**src/rtl/uart_tx_fifo_if.sv**
```systemverilog
// Bus between the transmit FIFO and its surroundings: the host push port plus
// the pacing handshake shared with uart_tx.
interface uart_tx_fifo_if #(
    parameter int p_WORD_LEN = 8,
    parameter int p_ADDR_W   = 4
);
    // Host push side
    logic                  i_wr_en;
    logic [p_WORD_LEN-1:0] i_wr_data;
    logic                  o_full;
    logic                  o_empty;
    logic [p_ADDR_W:0]     o_count;
    logic                  o_overflow;

    // uart_tx side
    logic                  i_tx_active;
    logic                  i_tx_done;
    logic                  o_send;
    logic [p_WORD_LEN-1:0] o_data;

    // The FIFO itself
    modport slave (
        input  i_wr_en, i_wr_data, i_tx_active, i_tx_done,
        output o_full, o_empty, o_count, o_overflow, o_send, o_data
    );

    // Host logic plus uart_tx, seen as a single environment
    modport master (
        output i_wr_en, i_wr_data, i_tx_active, i_tx_done,
        input  o_full, o_empty, o_count, o_overflow, o_send, o_data
    );
endinterface

```
**src/rtl/uart_tx_fifo.sv**
```systemverilog
// Transmit-side byte FIFO feeding uart_tx. Words pushed by the host are drained
// in order, one o_send pulse per word, paced by uart_tx o_active / o_done.
// All outputs are registered; reset is asynchronous and active-high.
module uart_tx_fifo #(
    parameter int p_WORD_LEN = 8,
    parameter int p_DEPTH    = 16,
    parameter int p_ADDR_W   = 4
) (
    input  logic          i_clk,
    input  logic          i_rst,
    uart_tx_fifo_if.slave bus
);
    typedef enum logic [1:0] {
        IDLE   = 2'd0,
        LAUNCH = 2'd1,
        BUSY   = 2'd2
    } state_t;

    localparam logic [p_ADDR_W:0] c_DEPTH = (p_ADDR_W + 1)'(p_DEPTH);

    state_t                state;
    logic [p_WORD_LEN-1:0] mem [p_DEPTH];
    logic [p_ADDR_W-1:0]   wr_ptr;
    logic [p_ADDR_W-1:0]   rd_ptr;
    logic [p_ADDR_W:0]     count;
    logic [p_ADDR_W:0]     count_next;
    logic                  full;
    logic                  empty;
    logic                  overflow;
    logic                  send;
    logic [p_WORD_LEN-1:0] data;
    logic                  push;
    logic                  pop;

    // Decide this cycle's push/pop from registered flags and derive the next occupancy.
    always_comb begin
        // NOTE: every output of this block gets a default first so no latch is inferred.
        push       = bus.i_wr_en && !full;
        pop        = (state == IDLE) && !empty && !bus.i_tx_active;
        count_next = count;
        case ({push, pop})
            2'b10:   count_next = count + 1'b1;
            2'b01:   count_next = count - 1'b1;
            default: count_next = count;
        endcase
    end

    // Storage array write port.
    // NOTE: the array is deliberately not reset; the pointers alone define which
    // entries are valid, which keeps the storage mappable onto plain RAM.
    always_ff @(posedge i_clk) begin
        if (push) begin
            mem[wr_ptr] <= bus.i_wr_data;
        end
    end

    // Pointers, occupancy and status flags; flags follow the count they accompany.
    always_ff @(posedge i_clk or posedge i_rst) begin
        // NOTE: non-blocking assignments, so every register here sees pre-edge values.
        if (i_rst) begin
            wr_ptr   <= '0;
            rd_ptr   <= '0;
            count    <= '0;
            full     <= 1'b0;
            empty    <= 1'b1;
            overflow <= 1'b0;
        end else begin
            if (push) begin
                wr_ptr <= wr_ptr + 1'b1;
            end
            if (pop) begin
                rd_ptr <= rd_ptr + 1'b1;
            end
            count <= count_next;
            full  <= (count_next == c_DEPTH);
            empty <= (count_next == '0);
            // A push against a full FIFO is dropped; remember that until reset.
            if (bus.i_wr_en && full) begin
                overflow <= 1'b1;
            end
        end
    end

    // Launch FSM: pop the head word, pulse send for one cycle, wait for frame end.
    always_ff @(posedge i_clk or posedge i_rst) begin
        if (i_rst) begin
            state <= IDLE;
            send  <= 1'b0;
            data  <= '0;
        end else begin
            send <= 1'b0;
            case (state)
                IDLE: begin
                    if (pop) begin
                        state <= LAUNCH;
                        send  <= 1'b1;
                        data  <= mem[rd_ptr];
                    end
                end
                LAUNCH:  state <= BUSY;
                BUSY: begin
                    if (bus.i_tx_done) begin
                        state <= IDLE;
                    end
                end
                default: state <= IDLE;
            endcase
        end
    end

    assign bus.o_full     = full;
    assign bus.o_empty    = empty;
    assign bus.o_count    = count;
    assign bus.o_overflow = overflow;
    assign bus.o_send     = send;
    assign bus.o_data     = data;
endmodule

```
**src/flat_wrapper.sv**
```systemverilog
// flat-port wrapper written by rule: the top's interface ports become plain ports
module uart_tx_fifo_flat 
#(
    parameter int p_WORD_LEN = 8,
    parameter int p_DEPTH    = 16,
    parameter int p_ADDR_W   = 4
)
  (i_clk, i_rst, bus_i_wr_en, bus_i_wr_data, bus_i_tx_active, bus_i_tx_done, bus_o_full, bus_o_empty, bus_o_count, bus_o_overflow, bus_o_send, bus_o_data);
  uart_tx_fifo_if #(.p_WORD_LEN(p_WORD_LEN), .p_ADDR_W(p_ADDR_W)) bus_i ();
  input  logic i_clk;
  input  logic i_rst;
  input wire logic [$bits(bus_i.i_wr_en)-1:0] bus_i_wr_en;
  input wire logic [$bits(bus_i.i_wr_data)-1:0] bus_i_wr_data;
  input wire logic [$bits(bus_i.i_tx_active)-1:0] bus_i_tx_active;
  input wire logic [$bits(bus_i.i_tx_done)-1:0] bus_i_tx_done;
  output wire logic [$bits(bus_i.o_full)-1:0] bus_o_full;
  output wire logic [$bits(bus_i.o_empty)-1:0] bus_o_empty;
  output wire logic [$bits(bus_i.o_count)-1:0] bus_o_count;
  output wire logic [$bits(bus_i.o_overflow)-1:0] bus_o_overflow;
  output wire logic [$bits(bus_i.o_send)-1:0] bus_o_send;
  output wire logic [$bits(bus_i.o_data)-1:0] bus_o_data;
  assign bus_i.i_wr_en = bus_i_wr_en;
  assign bus_i.i_wr_data = bus_i_wr_data;
  assign bus_i.i_tx_active = bus_i_tx_active;
  assign bus_i.i_tx_done = bus_i_tx_done;
  assign bus_o_full = bus_i.o_full;
  assign bus_o_empty = bus_i.o_empty;
  assign bus_o_count = bus_i.o_count;
  assign bus_o_overflow = bus_i.o_overflow;
  assign bus_o_send = bus_i.o_send;
  assign bus_o_data = bus_i.o_data;
  uart_tx_fifo #(.p_WORD_LEN(p_WORD_LEN), .p_DEPTH(p_DEPTH), .p_ADDR_W(p_ADDR_W)) u_core (.i_clk(i_clk), .i_rst(i_rst), .bus(bus_i));
endmodule
```
**config.mk**
```make
export PLATFORM = sky130hd
export DESIGN_NAME = uart_tx_fifo_flat
export DESIGN_NICKNAME = d
export VERILOG_FILES = /design/src/rtl/uart_tx_fifo_if.sv /design/src/rtl/uart_tx_fifo.sv /design/src/flat_wrapper.sv
export SDC_FILE = /design/constraint.sdc
export NUM_CORES = 1
export LEC_CHECK = 0
export CORE_MARGIN = 5
export CORE_UTILIZATION = 50
export CTS_CLUSTER_SIZE = 30
export DETAILED_ROUTE_END_ITERATION = 10
export PLACE_DENSITY = 0.78
export SYNTH_ARGS = -nofsm -noshare
export SYNTH_HDL_FRONTEND = slang
export SYNTH_SLANG_ARGS = --single-unit
```
**constraint.sdc**
```tcl
create_clock -name i_clk -period 3 [get_ports i_clk]
set_clock_uncertainty 0.05 [all_clocks]
set_input_delay 0.6 -clock i_clk [delete_from_list [all_inputs] [get_ports i_clk]]
set_output_delay 0.6 -clock i_clk [all_outputs]
set_load 0.05 [all_outputs]
```
==> results of run 1 <==
-- cells by family (layout without fill, tap and decap cells) --
family          after synthesis  in the layout  synth area share, %
mux                          51             51                 14.5
xor+xnor                     10             10                 1.39
flops                       155            155                 71.9
fa+ha+maj                     8              8                 1.59
compound gates               35             35                 3.40
simple gates                 62             62                 5.51
buf+inv                      26             88                 1.73
-- where the power goes --
part	internal, mW	switching (mW)
sequential	2.70	0.379
clock	1.30	0.809
combinational	1.17	1.37
total	5.16	2.56
-- cell type report --
| cell class | instances | area share [%] |
|---|---|---|
| flip-flops and latches | 155 | 60.7 |
| clock inverters | 13 | 2.03 |
| repair buffers | 46 | 5.77 |
| well taps | 172 | 2.89 |
| inverters | 10 | 0.504 |
| multi-input cells | 166 | 22.3 |
| clock buffers | 19 | 5.81 |
-- how the worst max path moves through the flow --
| stage | end |
|---|---|
| global route | u_core.bus.o_full |
| finish | u_core.bus.o_full |
| detailed placement | u_core.bus.o_full |
| global placement | u_core.bus.o_full |
| floorplan | u_core.bus.o_full |
| CTS | u_core.bus.o_full |
-- stage by stage --
step                      instance area [sq um]  hold slack (ns)  total power [mW]
after CTS                                  7450            0.415              7.78
after global routing                       7450            0.433              8.10
final                                      7450            0.407              7.72
after global placement                     6870            0.387              5.59
after floorplan                            6300            0.401              4.80
after detailed placement                   6870            0.401              5.67
-- layout by cell type (no fill, tap or decap), types with 10 or more instances in the layout --
cell type	n
edfxtp_1	128
mux4_2	32
clkdlybuf4s50_1	29
dfrtp_1	25
mux2i_1	18
clkbuf_16	17
and2_1	16
buf_4	16
nor2_1	13
nand2_1	12
o21ai_0	12
a21oi_1	11
xnor2_1	10
-- layer usage --
metal	part of all wire (%)	GRT usage (%)
met4	1.3	5.67
met5	0	0
met1	42	25.1
met3	7.9	4.50
met2	49	28.7
-- registers in the layout, indices dropped and copies added, names as in the netlist --
register,flops
u_core.wr_ptr,4
u_core.mem,128
u_core.bus.o_data,8
u_core.bus.o_overflow,1
u_core.rd_ptr,4
u_core.bus.o_empty,1
u_core.state,2
u_core.bus.o_count,5
u_core.bus.o_full,1
u_core.bus.o_send,1
-- worst reg2reg max path: cells and delay by family (launching register included) --
family	cells	cell delay, ns
DFF	1	0.39
and+or+nand+nor	5	1.13
buffers and inverters	4	0.43
AOI/OAI and AO/OA	2	0.38
adders and majority gates	1	0.23
==> flow_summary.rst, run 1 <==
.. list-table::
   :header-rows: 1

   * - Metric
     - Value
   * - Setup-failing EPs final
     - 0
   * - Worst hold path stage count
     - 1
   * - RSZ-0062 raised after global routing
     - no
   * - Number of vias in the routed layout
     - 3241
   * - Wire length of the first global-routing pass
     - 19400 um
   * - Overall die width
     - 122 um
   * - Fin util
     - 59.8%
   * - Largest buffer count on any clock path
     - 2
   * - Layout cell share with drive strength beyond 1
     - 20.0%
   * - Number of hold buffers added after CTS
     - 0
   * - Detailed router's first-iteration violation count
     - 289
   * - Syn nets
     - 368
   * - Depth of the worst register-to-register path
     - 12
   * - Antenna violations before repair
     - 0
   * - Post-synthesis cell type with the largest combined area
     - edfxtp_1
   * - Power density relative to cell area
     - 1040 nW/um^2
   * - Logic depth of the worst setup path including buffers
     - 13
   * - CTS Buf Count
     - 17
   * - Start point of the worst min-delay path
     - u_core.bus.o_overflow
   * - Mean cell area of the mapped netlist
     - 18.1 sq um
   * - Count of buffers inserted at the top-level ports
     - 29
   * - Final routed wire length divided by cell count
     - 21.1 um
   * - Final cell count without fillers
     - 581
   * - CTS H-tree lvls
     - 4
   * - Peak supply drop
     - 489 uV
   * - Max Fanout on Critical Path
     - 6
   * - Overflow left after global routing
     - 0
   * - Area taken by flip-flops and latches
     - 4520 sq um
   * - Summed instance area of the synthesized netlist
     - 6290 sq um
   * - Critical Path Slowest Stage Cell
     - or4_4
   * - Detailed-routing iteration count for the pre-antenna-repair pass
     - 4
   * - Final TNS setup
     - 0 ns
   * - Placed Cells
     - 549
   * - Vertical extent of the die
     - 122 um
   * - Wire length reported by the detailed router
     - 12300 um
   * - Achievable Freq
     - 344 MHz
   * - Final Hold Vio Count
     - 0
   * - Headroom to the max-slew limit
     - 43.6%
   * - IO Count
     - 30
   * - Ant. Diodes
     - 0
   * - CTS sink count
     - 155
   * - FP Rows
     - 41
   * - Most common cell type on the critical path
     - buf_4
   * - Startpoint class of the critical path
     - input port
   * - Kind of cell with the highest combined delay on the critical path
     - simple AND/OR/NAND/NOR gates
   * - #FFs+latches synth
     - 155
   * - Area Growth Syn to Fin
     - 18.5%
   * - Minimum clock period after layout
     - 2.90 ns
   * - Placed wire-length estimate
     - 7960 um
   * - Fin. max-slew vios
     - 0
   * - Number of fill cells
     - 890
   * - Sequential element share of the synthesized area
     - 71.9%
   * - Final antenna-violating net count
     - 0
   * - Kind of critical path
     - in2reg
   * - Die Footprint
     - 14900 sq um
   * - Reg-to-Reg End
     - u_core.bus.o_full
   * - Count of nets after finishing
     - 417
   * - Reg-to-reg critical path startpoint
     - u_core.state[0]
   * - Syn Inst Count
     - 347
   * - Worst Hold Class
     - reg2reg
   * - Cell-by-cell trace of the critical path
     - clkdlybuf4s50_1 -> or4_4 -> clkinv_1 -> nand2_1 -> buf_4 -> inv_1 -> ha_1 -> buf_4 -> nor4bb_1 -> nor3_1 -> a32o_1 -> o211ai_1 -> nor2b_1
   * - Endpoint type of the worst setup path
     - flip-flop
   * - CP required
     - 3.25 ns
   * - Synth Warn #
     - 0
   * - R2r setup slk
     - 0.27 ns
   * - Delay of the slowest cell on the worst path
     - 0.52 ns
   * - WHS Endpoint
     - u_core.bus.o_overflow
   * - DRC violations left
     - 0
   * - Multi-input gate area
     - 1670 sq um
   * - Timing startpoint of the critical path
     - bus_i_tx_active
   * - Max capacitance violation total
     - 0
   * - Final Wtd Congestion
     - 0.814
   * - Post-synth EDFFs
     - 128
   * - Register clock-pin slew on the reported worst setup and hold paths
     - 0.06 ns
   * - Clock tree from TritonCTS
     - built
   * - Ranking of synthesized cells by area
     - edfxtp_1, mux4_2, dfrtp_1, mux2i_1, and2_1
   * - Area share of the largest cell type after synthesis
     - 61.1%
   * - Fraction of registers with async set/reset
     - 17.4%
   * - Status
     - finished, final reports clean
   * - Total Routing Usage GR
     - 18.1%
   * - Number of distinct library cells after synthesis
     - 41
   * - Initial standard-cell utilization of the core
     - 50.5%
   * - Largest net degree at the start of global routing
     - 28
   * - WP data arrival
     - 3.15 ns
   * - Via/cell ratio
     - 5.58
   * - Final worst path period share
     - 96.8%
   * - Setup ws final
     - 0.0958 ns
   * - Most numerous cell in the Yosys netlist
     - edfxtp_1
   * - Buffers plus inverters on the worst setup path
     - 5
   * - Vias in the first global route
     - 3447
   * - Area of the core region
     - 12500 sq um
   * - Source-to-sink clock delay at the later pin of the worst-skew pair
     - 0.42 ns
   * - Actual slew at the worst max-slew pin
     - 0.846 ns
   * - Cell chosen for the clock root
     - clkbuf_16
   * - Synth top cells by count
     - edfxtp_1, mux4_2, dfrtp_1
   * - Main synth FF type
     - edfxtp_1
   * - Leak Pwr
     - 2.61 nW
   * - Number of setup buffers added after CTS
     - 0
   * - Post-cts repair resize count
     - 0
   * - Worst-case setup slack after placement
     - -0.326 ns
Power figures use the tool's default switching activity.
==> run 2: changes to the inputs <==
--- a/config.mk
+++ b/config.mk
@@ -7,6 +7,7 @@
 export LEC_CHECK = 0
 export CORE_MARGIN = 5
 export CORE_UTILIZATION = 50
+export CTS_BUF_LIST = sky130_fd_sc_hd__clkbuf_8
 export CTS_CLUSTER_SIZE = 30
 export DETAILED_ROUTE_END_ITERATION = 10
 export PLACE_DENSITY = 0.78
==> run 2 against run 1 <==
Compared with the run above:
- sequential cell count did not move
- maximum frequency rose by 1.4%
- sequential share of layout area grew 1.6 points
- register-to-register slack about the same
- worst setup slack better by 0.040 ns
- highest routed layer unchanged
==> flow_summary.rst, run 2 (synthesized netlist as in run 1, its figures left out) <==
.. list-table::
   :header-rows: 1

   * - Metric
     - Value
   * - Number of vias in the routed layout
     - 3240 (-0.031%)
   * - WP data arrival
     - 3.15 ns (about the same)
   * - Number of setup buffers added after CTS
     - 0 (unchanged)
   * - Multi-input gate area
     - 1670 sq um (unchanged)
   * - Setup-failing EPs final
     - 0 (unchanged)
   * - Part of the total power dissipated in the clock network
     - 21.5% (-5.8 points)
   * - CTS H-tree lvls
     - 4 (unchanged)
   * - Status
     - finished, final reports clean
   * - Area of the core region
     - 12500 sq um (unchanged)
   * - Largest buffer count on any clock path
     - 2 (unchanged)
   * - Commonest non-fill, non-tap cell in the layout
     - edfxtp_1
   * - Ant. Diodes
     - 0 (unchanged)
   * - Minimum clock period after layout
     - 2.86 ns (-0.0402 ns)
   * - Final Hold Vio Count
     - 0 (unchanged)
   * - Source-to-sink clock delay at the later pin of the worst-skew pair
     - 0.44 ns (+0.02 ns)
   * - Placed wire-length estimate
     - 7960 um (unchanged)
   * - Largest register by flop count
     - u_core.mem
   * - Headroom to the max-slew limit
     - 44.8% (+1.2 points)
   * - Peak supply drop
     - 360 uV (-26%)
   * - Total power consumption of the routed design
     - 7.14 mW (-7.5%)
   * - Final antenna-violating net count
     - 0 (unchanged)
   * - Max Fanout on Critical Path
     - 6 (unchanged)
   * - Psw
     - 2.47 mW (-3.3%)
   * - Clock tree from TritonCTS
     - built
   * - DRC violations left
     - 0 (unchanged)
   * - Power density relative to cell area
     - 983 nW/um^2 (-5.1%)
   * - Antenna violations before repair
     - 0 (unchanged)
   * - Design internal power
     - 4.67 mW (-9.6%)
   * - Post-cts repair resize count
     - 0 (unchanged)
   * - CTS Buf Count
     - 17 (unchanged)
   * - Largest net degree at the start of global routing
     - 28 (unchanged)
   * - Cell-by-cell trace of the critical path
     - clkdlybuf4s50_1 -> or4_4 -> clkinv_1 -> nand2_1 -> buf_4 -> inv_1 -> ha_1 -> buf_4 -> nor4bb_1 -> nor3_1 -> a32o_1 -> o211ai_1 -> nor2b_1
   * - Depth of the worst register-to-register path
     - 12 (unchanged)
   * - RSZ-0062 raised after global routing
     - no
   * - Area taken by flip-flops and latches
     - 4520 sq um (unchanged)
   * - Hold WS
     - 0.411 ns (+0.00427 ns)
   * - Endpoint type of the worst setup path
     - flip-flop
   * - Number of fill cells
     - 923 (+3.7%)
   * - Fraction of power spent switching nets
     - 34.6% (+1.5 points)
   * - IO Count
     - 30 (unchanged)
   * - Count of nets after finishing
     - 417 (unchanged)
   * - Die Footprint
     - 14900 sq um (unchanged)
   * - Total Routing Usage GR
     - 17.6% (-0.53 points)
   * - Cell chosen for the clock root
     - clkbuf_8
   * - Wire length of the first global-routing pass
     - 18900 um (-2.8%)
   * - Area Growth Syn to Fin
     - 15.5%
   * - Final worst path period share
     - 95.5% (-1.3 points)
   * - Actual slew at the worst max-slew pin
     - 0.828 ns (-0.0175 ns)
   * - Worst hold path stage count
     - 1 (unchanged)
   * - Combinational power share
     - 35.4% (+2.6 points)
   * - Vias in the first global route
     - 3389 (-1.7%)
   * - Register clock-pin slew on the reported worst setup and hold paths
     - 0.08 ns (+0.02 ns)
   * - Overall die width
     - 122 um (unchanged)
   * - CP required
     - 3.28 ns (+0.03 ns)
   * - Layout cell share with drive strength beyond 1
     - 20.0% (unchanged)
   * - Worst Hold Class
     - reg2reg
   * - Sequential Power Share
     - 43.1% (+3.2 points)
   * - Placed instance area
     - 6870 sq um (unchanged)
   * - Wire length reported by the detailed router
     - 12000 um (-2.4%)
   * - Count of buffers inserted at the top-level ports
     - 29 (unchanged)
   * - Flip-flop count of the largest register, all copies and words added
     - 128 (unchanged)
   * - Critical Path Slowest Stage Cell
     - or4_4
   * - Initial standard-cell utilization of the core
     - 50.5% (unchanged)
   * - Leak Pwr
     - 2.53 nW (-3.0%)
   * - Fin. max-slew vios
     - 0 (unchanged)
   * - Final Wtd Congestion
     - 0.814 (unchanged)
   * - Startpoint class of the critical path
     - input port
   * - Detailed router's first-iteration violation count
     - 246 (-15%)
   * - Vertical extent of the die
     - 122 um (unchanged)
   * - Achievable Freq
     - 349 MHz (+1.4%)
   * - Final routed wire length divided by cell count
     - 20.6 um (-2.4%)
   * - Delay of the slowest cell on the worst path
     - 0.52 ns (about the same)
   * - Most frequent cells in the layout
     - edfxtp_1, mux4_2, clkdlybuf4s50_1, dfrtp_1, mux2i_1
   * - Detailed-routing iteration count for the pre-antenna-repair pass
     - 5 (+1)
   * - Overflow left after global routing
     - 0 (unchanged)
   * - Number of hold buffers added after CTS
     - 0 (unchanged)
   * - CTS sink count
     - 155 (unchanged)
   * - Via/cell ratio
     - 5.58 (about the same)
   * - Max capacitance violation total
     - 0 (unchanged)
   * - Most common cell type on the critical path
     - buf_4
   * - Final instance area
     - 7260 sq um (-2.6%)
   * - Kind of critical path
     - in2reg
   * - FP Rows
     - 41 (unchanged)
==> run 2: changes by cell type in the layout (fill, tap and decap cells not counted), sizes merged <==
cell,delta
clkbuf,-2
inv,+2
==> run 2: cell type report <==
type / count / share of cell area [%]
Clock buffer: 17 / 3.22
Clock inverter: 15 / 2.19
Inverter: 10 / 0.517
Multi-Input combinational cell: 166 / 22.9
Sequential cell: 155 / 62.3
Tap cell: 172 / 2.96
Timing Repair Buffer: 46 / 5.93
==> run 2: layer usage <==
metal  part of all wire, %  wire, um  track usage (%)
met1                    42      5070             24.2
met3                   6.3       760             4.09
met4                   2.3       277             7.07
met2                    49      5860             27.3
met5                     0         0                0
==> run 2: power by group through the flow <==
| stage | clock (mW) | combinational (mW) | sequential (mW) |
|---|---|---|---|
| after floorplan | 0 | 1.55 | 3.25 |
| after global placement | 0 | 2.48 | 3.11 |
| after detailed placement | 0 | 2.54 | 3.13 |
| after CTS | 1.56 | 2.56 | 3.08 |
| after global routing | 1.67 | 2.71 | 3.14 |
| final | 1.54 | 2.53 | 3.08 |
==> run 2: final timing paths <==
path,startpoint,to,slack (ns)
setup / recovery,bus_i_tx_active,u_core.bus.o_full,0.14
hold / removal,u_core.bus.o_overflow,u_core.bus.o_overflow,0.41
setup reg to reg,u_core.state[0],u_core.bus.o_full,0.27
hold reg to reg,u_core.bus.o_overflow,u_core.bus.o_overflow,0.41
max in group asynchronous,i_rst,u_core.bus.o_empty,2.13
min in group asynchronous,i_rst,u_core.bus.o_data[7],0.47
==> run 2: stage by stage <==
step / instances / setup TNS (ns) / worst slack, ns / utilization, %
global route: 581 / 0 / 0.0588 / 58.3
detailed placement: 549 / -0.859 / -0.326 / 55.1
global placement: 549 / -0.619 / -0.282 / 55.1
floorplan: 347 / 0 / 0.000251 / -
finish: 581 / 0 / 0.136 / 58.3
CTS: 581 / 0 / 0.148 / 58.3
==> run 2: critical path, delay by kind of cell <==
kind                       cells  cell delay, ns
and+or+nand+nor                5            1.09
AOI/OAI and AO/OA              2            0.38
buffers and inverters          5            0.83
adders and majority gates      1            0.23
==> run 3: changes to the inputs <==
==> constraint.sdc (replaced) <==
create_clock -name i_clk -period 3 [get_ports i_clk]
set_clock_uncertainty 0.05 [all_clocks]
set_input_delay 0.6 -clock i_clk [delete_from_list [all_inputs] [get_ports i_clk]]
set_output_delay 0.6 -clock i_clk [all_outputs]
set_load 0.005 [all_outputs]
==> run 3 against run 2 <==
Compared with the run above:
- register-to-register slack got worse by 0.03 ns
- worst setup slack got worse by 0.029 ns
- combinational power decreased by 12%
- sequential cell count unchanged
- clock power decreased by 11%
- design area decreased by 0.55%
- maximum frequency decreased by 1.0%
- count of clock-buffer cells in the layout unchanged
- global-route usage decreased by 0.80 points
- sequential share of layout area increased by 0.35 points
- first-iteration DRC count increased by 55%
- hold slack improved by 0.0030 ns
- largest cell class unchanged
==> flow_summary.rst, run 3 (synthesized netlist as in run 1, its figures left out) <==
.. list-table::
   :header-rows: 1

   * - Metric
     - Value
   * - Commonest non-fill, non-tap cell in the layout
     - edfxtp_1
   * - Detailed-routing iteration count for the pre-antenna-repair pass
     - 4 (-1)
   * - Endpoint type of the worst setup path
     - flip-flop
   * - Overall die width
     - 122 um (unchanged)
   * - CTS sink count
     - 155 (unchanged)
   * - WP data arrival
     - 3.22 ns (+0.07 ns)
   * - Register clock-pin slew on the reported worst setup and hold paths
     - 0.07 ns (about the same)
   * - CTS H-tree lvls
     - 4 (unchanged)
   * - Vias in the first global route
     - 3226 (-4.8%)
   * - Initial standard-cell utilization of the core
     - 50.5% (unchanged)
   * - Largest buffer count on any clock path
     - 2 (unchanged)
   * - Hold WS
     - 0.414 ns (+0.00300 ns)
   * - Vertical extent of the die
     - 122 um (unchanged)
   * - Global-route met1 utilization
     - 21.7% (-2.6 points)
   * - Minimum clock period after layout
     - 2.89 ns (+0.0292 ns)
   * - Busiest layer in global routing
     - met2
   * - Final Hold Vio Count
     - 0 (unchanged)
   * - Kind of critical path
     - in2reg
   * - Detailed router's first-iteration violation count
     - 382 (+55%)
   * - Clock tree from TritonCTS
     - built
   * - Final TNS setup
     - 0 ns (unchanged)
   * - Leak Pwr
     - 2.53 nW (about the same)
   * - DRC violations left
     - 0 (unchanged)
   * - FP Rows
     - 41 (unchanged)
   * - Total Routing Usage GR
     - 16.8% (-0.80 points)
   * - Fin. max-slew vios
     - 0 (unchanged)
   * - GRT met3 Usage
     - 4.83% (+0.74 points)
   * - Number of fill cells
     - 955 (+3.5%)
   * - Flip-flop count of the largest register, all copies and words added
     - 128 (unchanged)
   * - Worst Hold Class
     - reg2reg
   * - CP required
     - 3.32 ns (+0.04 ns)
   * - Antenna violations before repair
     - 0 (unchanged)
   * - Psw
     - 2.08 mW (-16%)
   * - Overflow left after global routing
     - 0 (unchanged)
   * - WHS Endpoint
     - u_core.bus.o_overflow
   * - Sequential Power Share
     - 45.6% (+2.5 points)
   * - Source-to-sink clock delay at the later pin of the worst-skew pair
     - 0.44 ns (about the same)
   * - R2r setup slk
     - 0.24 ns (-0.03 ns)
   * - Final worst path period share
     - 96.4% (+0.97 points)
   * - Via/cell ratio
     - 5.48 (-1.8%)
   * - Status
     - finished, final reports clean
   * - Number of vias in the routed layout
     - 3194 (-1.4%)
   * - Layout cell share with drive strength beyond 1
     - 20.2% (+0.15 points)
   * - Depth of the worst register-to-register path
     - 11 (-1)
   * - Global routing usage on met2
     - 27.4% (+0.035 points)
   * - Wire length reported by the detailed router
     - 11400 um (-5.0%)
   * - Actual slew at the worst max-slew pin
     - 0.614 ns (-0.214 ns)
   * - CTS Buf Count
     - 17 (unchanged)
   * - Final antenna-violating net count
     - 0 (unchanged)
   * - Final routed wire length divided by cell count
     - 19.5 um (-5.4%)
   * - Reg-to-reg critical path startpoint
     - u_core.state[0]
   * - Largest net degree at the start of global routing
     - 35 (+25%)
   * - Design internal power
     - 4.51 mW (-3.3%)
   * - Ant. Diodes
     - 0 (unchanged)
   * - Setup-failing EPs final
     - 0 (unchanged)
   * - Number of hold buffers added after CTS
     - 0 (unchanged)
   * - Max capacitance violation total
     - 0 (unchanged)
   * - Part of the total power dissipated in the clock network
     - 20.8% (-0.7 points)
   * - Area Growth Syn to Fin
     - 14.8%
   * - Headroom to the max-slew limit
     - 59.0% (+14 points)
   * - Max Fanout on Critical Path
     - 3 (-3)
   * - Count of nets after finishing
     - 419 (+0.48%)
   * - Power density relative to cell area
     - 913 nW/um^2 (-7.1%)
   * - Wire length of the first global-routing pass
     - 18200 um (-3.7%)
   * - Die Footprint
     - 14900 sq um (unchanged)
   * - Area of the core region
     - 12500 sq um (unchanged)
   * - Worst hold path stage count
     - 1 (unchanged)
   * - IO Count
     - 30 (unchanged)
   * - Count of buffers inserted at the top-level ports
     - 29 (unchanged)
   * - Start point of the worst min-delay path
     - u_core.bus.o_overflow
   * - Startpoint class of the critical path
     - input port
   * - Final Wtd Congestion
     - 0.839 (+3.1%)
   * - Fraction of power spent switching nets
     - 31.5% (-3.1 points)
   * - Reg-to-Reg End
     - u_core.bus.o_full
   * - Cell chosen for the clock root
     - clkbuf_8
   * - Largest register by flop count
     - u_core.mem
   * - Peak supply drop
     - 395 uV (+9.6%)
   * - Achievable Freq
     - 346 MHz (-1.0%)
   * - Combinational power share
     - 33.6% (-1.8 points)
   * - Placed wire-length estimate
     - 8040 um (+0.98%)
   * - Timing startpoint of the critical path
     - bus_i_tx_active
   * - Most frequent cells in the layout
     - edfxtp_1, mux4_2, clkdlybuf4s50_1, dfrtp_1, buf_4
-- run 3: how the worst max path moves through the flow --
stage,to,slack [ns],depth (start not counted)
6_report,u_core.bus.o_full,0.11,12
4_1_cts,u_core.bus.o_full,0.11,12
5_1_grt,u_core.bus.o_full,-0.01,12
3_5_place_dp,u_core.bus.o_full,-0.37,12
3_3_place_gp,u_core.bus.o_full,-0.24,11
2_1_floorplan,u_core.bus.o_full,0.0001,11
-- run 3: power by group through the flow --
stage | Sequential, mW | Clock [mW] | Combinational [mW]
after floorplan | 2.88 | 0 | 1.55
after global placement | 3.05 | 0 | 2.14
after detailed placement | 3.07 | 0 | 2.21
after CTS | 3.02 | 1.40 | 2.22
after global routing | 3.07 | 1.50 | 2.41
final | 3.01 | 1.37 | 2.22
-- run 3: what timing repair did --
item,CTS,global route
gates resized for setup,0,1
buffers inserted,0,1
setup endpoints to repair,0,2
-- run 3: layout make-up --
cell class | instances | area [sq um] | share of cell area (%)
Clock buffer | 17 | 234 | 3.24
Clock inverter | 15 | 110 | 1.52
Inverter | 10 | 37.5 | 0.520
Multi-Input combinational cell | 166 | 1670 | 23.1
Sequential cell | 155 | 4520 | 62.6
Tap cell | 172 | 215 | 2.98
Timing Repair Buffer | 48 | 433 | 5.99
-- run 3: metrics by stage --
step	utilization [%]	setup WS (ns)	instance area (sq um)	std cells	power, mW
3_3_place_gp	55.1	-0.243	6870	550	5.19
4_1_cts	57.8	0.106	7210	582	6.64
5_1_grt	57.9	-0.0103	7220	583	6.98
6_report	57.9	0.107	7220	583	6.59
2_1_floorplan	-	0.000150	6300	347	4.43
3_5_place_dp	55.1	-0.368	6870	550	5.28
-- run 3: routing by layer --
layer | up-vias | share of wire (%) | routed length, um
met2 | 79 | 51 | 5850
met4 | 0 | 1.5 | 165
met1 | 1629 | 42 | 4830
met3 | 17 | 4.6 | 524
li1 | 1469 | - | -
met5 | - | 0 | 0
-- run 3: worst max-delay path: stages --
cell             delay, ns
clkdlybuf4s50_1       0.40
or4_4                 0.52
clkinv_1              0.08
nand2_1               0.08
buf_4                 0.15
inv_1                 0.05
ha_1                  0.24
a21o_1                0.21
a221oi_2              0.28
o211ai_1              0.18
xnor2_1               0.27
nor2b_1               0.16
